### src/rtl/sad_pkg.sv
// sad_pkg: default geometry of the SAD datapath and the accumulator width rule.
package sad_pkg;
    localparam int N = 256;
    localparam int DATA_W = 8;
    localparam int ADDR_W = 8;
    localparam int SUM_W = 16;
    // N loads of a DATA_W magnitude fit in DATA_W+ADDR_W bits without wrapping.
    function automatic bit sum_w_ok(int sum_w, int data_w, int addr_w);
        return sum_w >= data_w + addr_w;
    endfunction
    localparam bit SUM_W_OK = sum_w_ok(SUM_W, DATA_W, ADDR_W);
endpackage

### src/rtl/sad_absdiff.sv
// sad_absdiff: combinational |a - b| for unsigned operands.
module sad_absdiff #(
    parameter int DATA_W = 8
) (
    input  logic [DATA_W-1:0] a,
    input  logic [DATA_W-1:0] b,
    output logic [DATA_W-1:0] y
);
    logic [DATA_W:0] diff;
    logic [DATA_W:0] neg;
    always_comb begin
        diff = {1'b0, a} - {1'b0, b};
        neg = -diff;
        y = diff[DATA_W] ? neg[DATA_W-1:0] : diff[DATA_W-1:0];
    end
endmodule

### src/rtl/sad_datapath.sv
// sad_datapath: index counter, |A-B| accumulator and SAD result register
// driven by the strobes of the SAD controller.
module sad_datapath
    import sad_pkg::*;
#(
    parameter int N = sad_pkg::N,
    parameter int DATA_W = sad_pkg::DATA_W,
    parameter int ADDR_W = sad_pkg::ADDR_W,
    parameter int SUM_W = sad_pkg::SUM_W
) (
    input  logic              clk,
    input  logic              rst,
    input  logic              i_clr,
    input  logic              i_inc,
    input  logic              sum_clr,
    input  logic              sum_ld,
    input  logic              AB_rd,
    input  logic              sadreg_clr,
    input  logic              sadreg_ld,
    input  logic [DATA_W-1:0] A_data,
    input  logic [DATA_W-1:0] B_data,
    output logic [ADDR_W-1:0] mem_addr,
    output logic              mem_rd,
    output logic              i_lt_256,
    output logic [SUM_W-1:0]  sad,
    output logic              sad_valid
);
    localparam logic [ADDR_W:0] I_MAX = (ADDR_W+1)'(N);

    if (!sum_w_ok(SUM_W, DATA_W, ADDR_W)) begin : g_width_check
        $error("sad_datapath: SUM_W must be at least DATA_W + ADDR_W");
    end

    logic [ADDR_W:0]   i;
    logic [SUM_W-1:0]  sum;
    logic [DATA_W-1:0] ad;

    sad_absdiff #(.DATA_W(DATA_W)) u_absdiff (
        .a(A_data),
        .b(B_data),
        .y(ad)
    );

    always_comb begin
        mem_addr = i[ADDR_W-1:0];
        mem_rd = AB_rd;
        i_lt_256 = i < I_MAX;
    end

    // Clears win over loads everywhere; sad captures sum before this edge's load.
    always_ff @(posedge clk) begin
        if (!rst) begin
            i <= '0;
            sum <= '0;
            sad <= '0;
            sad_valid <= 1'b0;
        end else begin
            if (i_clr)
                i <= '0;
            else if (i_inc && i != I_MAX)
                i <= i + (ADDR_W+1)'(1);
            if (sum_clr)
                sum <= '0;
            else if (sum_ld)
                sum <= sum + SUM_W'(ad);
            if (sadreg_clr)
                sad <= '0;
            else if (sadreg_ld)
                sad <= sum;
            if (sadreg_clr || sum_clr)
                sad_valid <= 1'b0;
            else if (sadreg_ld)
                sad_valid <= 1'b1;
        end
    end
endmodule

### config.mk
export PLATFORM = sky130hd
export DESIGN_NAME = sad_datapath
export DESIGN_NICKNAME = d
export VERILOG_FILES = /design/src/rtl/sad_pkg.sv /design/src/rtl/sad_absdiff.sv /design/src/rtl/sad_datapath.sv
export SDC_FILE = /design/constraint.sdc
export NUM_CORES = 1
export LEC_CHECK = 0
export ABC_CLOCK_PERIOD_IN_PS = 6000
export CORE_ASPECT_RATIO = 0.75
export CORE_UTILIZATION = 35
export CTS_CLUSTER_DIAMETER = 100
export DETAILED_ROUTE_END_ITERATION = 7
export PLACE_DENSITY_LB_ADDON = 0.2
export SLEW_MARGIN = 20
export SYNTH_ARGS = -nofsm -noshare
export SYNTH_HDL_FRONTEND = slang
export SYNTH_SLANG_ARGS = --single-unit
### constraint.sdc
create_clock -name clk -period 6 [get_ports clk]
set_input_delay 0.9 -clock clk [delete_from_list [all_inputs] [get_ports clk]]
set_output_delay 0.9 -clock clk [all_outputs]
set_load 0.02 [all_outputs]
==> flow_metrics.tcl <==
set metrics [dict create \
    status "completed" \
    r2r-end "sum[12]" \
    fp.dieH_um 75.8 \
    ir_drop_v 0.0000912 \
    cts-hold-fix-buffers 0 \
    core_mm2 0.00693 \
    worst_slack_ns 1.51 \
    netlist_area_mm2 0.00254 \
    ys_seq_area_frac 0.331 \
    ant_nets 0 \
    crit_chain "clkdlybuf4s50_1 -> ha_1 -> inv_1 -> fa_1 -> a211oi_2 -> o21ai_1 -> a21o_1 -> a21o_4 -> mux2_4 -> fa_1 -> a21o_1 -> a21boi_1 -> o21ai_1 -> a21oi_1 -> or3_1 -> a21oi_1" \
    hp-start "i[8]" \
    period_share 0.748 \
    whs_path_depth 2 \
    initial_utilization 0.367 \
    hpwl_um 3860 \
    synth_top_area_share 0.331 \
    grt.total_usage 0.144 \
    sequentialPowerShare 0.429 \
    grt_pass1_wl_um 8540 \
    worst-path-stages 16 \
    cts_tree "yes" \
    firstDrtPassIters 4 \
    r2r-start "sum[0]" \
    die_x_um 100 \
    max_freq_mhz 223 \
    period_needed_ns 4.49 \
    synth_edf_count 0 \
    cts_inserted_buffers 5 \
    hold_viol 0 \
    synth_nets 339 \
    diodes 0 \
    io_buffers 49 \
    grt_overflow_total 0 \
    reg2reg_depth 8 \
    synth.area.top_cells "dfxtp_1 33%, ha_1 9.8%, mux2i_1 8.3%, nor2_1 6.6%, xnor2_1 4.8%" \
    tightestPinTransition_ns 1.02 \
    clkPwrFrac 0.251 \
    cap_violations 0 \
    cts_resized 0 \
    rows 26 \
    synth.distinct_cells 42 \
    wl_um 4990 \
    finalNetCount 378 \
    post_drt_wl_per_cell_um 11.6 \
    n_fill_cell 691 \
    vias_per_cell 4.74 \
    cts-root-buf "clkbuf_8" \
    swShare 0.316 \
    finClkSkew_ns 0.00963 \
    ioPinCount 52 \
    post-route-util 0.452 \
    async_flop_share 0 \
    crit_path_start_kind "primary input" \
    max_slew_margin 0.320 \
    cp_slowest_stage_delay_ns 0.46 \
    synth.most_common_cell "nor2_1" \
    r2r_setup_slack_ns 3.80 \
    p_comb_frac 0.320 \
    setup_tns_ns 0 \
    crit_family "compound AO/OA/AOI/OAI gates" \
    power.density_mw_per_mm2 218 \
    syn_avg_cell_area_um2 8.71 \
    path_buf_inv 2 \
    power.total_mw 0.683 \
    cts_setup_buffers 0 \
    drc_errors 0 \
    ys.flop_type "dfxtp_1" \
    synth_common_cells "45 x nor2_1, 42 x dfxtp_1, 21 x mux2i_1, 20 x ha_1" \
    hold_class "flip-flop to flip-flop" \
    dpl_worst_slack_ns 1.19 \
    clock_path_buffers 2 \
    final-setup-viol-count 0 \
    area_growth_pct 23.2 \
    grt_pass1_vias 1864 \
    worstPathMaxFanout 8 \
    grt_max_degree 18 \
    cp_slowest_cell "clkdlybuf4s50_1" \
    power_leakage_nw 1.25 \
    antenna_found_initial 0 \
    p_switching_mw 0.215 \
    rsz0062_at_grt "false" \
    power.internal_mw 0.467 \
    worstSetupEndpointType "flip-flop" \
    clk_pin_slew_ns 0.08 \
    drive_above_1_share 0.0483 \
    arrival_ns 4.63 \
    numClockSinks 42 \
    required_ns 6.14 \
    ys_ff_latch 42 \
    synth_cells 292 \
    vias 2035 \
    path_class "primary input to flip-flop" \
    fp.dieArea_mm2 0.00762 \
    synth_warnings 0 \
    slew_viol_final 0 \
    place.gp.congestion 0.763 \
    clk_latency_ns 0.29 \
    htreeDepth 2 \
    drt_iter0_markers 84 \
    synth_area_leader_cell "dfxtp_1" \
    hold_end "i[8]" \
]
[metal layers]
metal	routed length (um)	track usage
met5	0	0
met4	46	0.0612
met3	183	0.0404
met2	2000	0.198
met1	2750	0.209
[power groups by stage]
stage          clock (mW)  combinational, mW  sequential (mW)
2_1_floorplan           0              0.170            0.299
3_3_place_gp            0              0.216            0.300
3_5_place_dp            0              0.219            0.300
4_1_cts             0.178              0.221            0.293
5_1_grt             0.189              0.249            0.294
6_report            0.171              0.218            0.293
[registers in the layout, summed over array words and instances (netlist names)]
name	cells
sad	16
sum	16
i	9
sad_valid	1
[metrics by stage]
| stage | instance area, um^2 | instances | hold WS (ns) |
|---|---|---|---|
| after global placement | 3060 | 422 | 0.469 |
| after CTS | 3130 | 429 | 0.495 |
| after global routing | 3130 | 429 | 0.514 |
| after detailed placement | 3060 | 422 | 0.482 |
| final | 3130 | 429 | 0.495 |
| after floorplan | 2540 | 292 | 0.458 |
[area by class of cell]
class	count	area [um^2]	area share
multi-input combinational	214	1530	0.488
sequential	42	841	0.268
timing repair buffer	49	490	0.156
tap	98	123	0.0391
inverter	19	71.3	0.0228
clock buffer	5	68.8	0.0220
clock inverter	2	10.0	0.00319
[logic make-up after synthesis]
kind of cell	after synthesis	share of synthesized area
compound gates	59	0.155
simple gates	89	0.168
xor+xnor	22	0.0758
mux	22	0.0885
buf+inv	36	0.0679
flops	42	0.331
fa+ha+maj	22	0.114
[worst reg2reg max path, delay by kind of cell, from the launching register on]
family	cells	cell delay, ns
AOI/OAI and AO/OA	5	0.93
adders and majority gates	2	0.65
DFF	1	0.33
and+or+nand+nor	1	0.18
[worst max-delay path by stage]
stage	to	slack, ns	from
floorplan	sum[10]	1.94	A_data[0]
global placement	sum[10]	1.24	B_data[0]
detailed placement	sum[14]	1.19	B_data[0]
CTS	sum[12]	1.50	B_data[0]
global route	sum[10]	1.13	B_data[0]
finish	sum[12]	1.51	B_data[0]
[cell usage in the layout (no fill, tap or decap), types with 2 or more instances in the layout]
cell type / instances
clkdlybuf4s50_1: 49
nor2_1: 45
dfxtp_1: 42
mux2i_1: 21
ha_1: 20
inv_1: 19
a21oi_1: 19
xnor2_1: 14
o21ai_0: 13
nand2_1: 9
or3_1: 9
xor2_1: 8
nand4_1: 6
a21o_1: 5
clkbuf_8: 5
nand2b_1: 4
nand3_1: 4
nor3_1: 3
o211ai_1: 3
o21a_1: 2
o31ai_1: 2
or4_1: 2
o21bai_1: 2
a21oi_2: 2
o21ai_1: 2
a31oi_2: 2
nor4_1: 2
fa_1: 2
clkinv_2: 2
No activity file was read; power rests on OpenSTA's default activity.
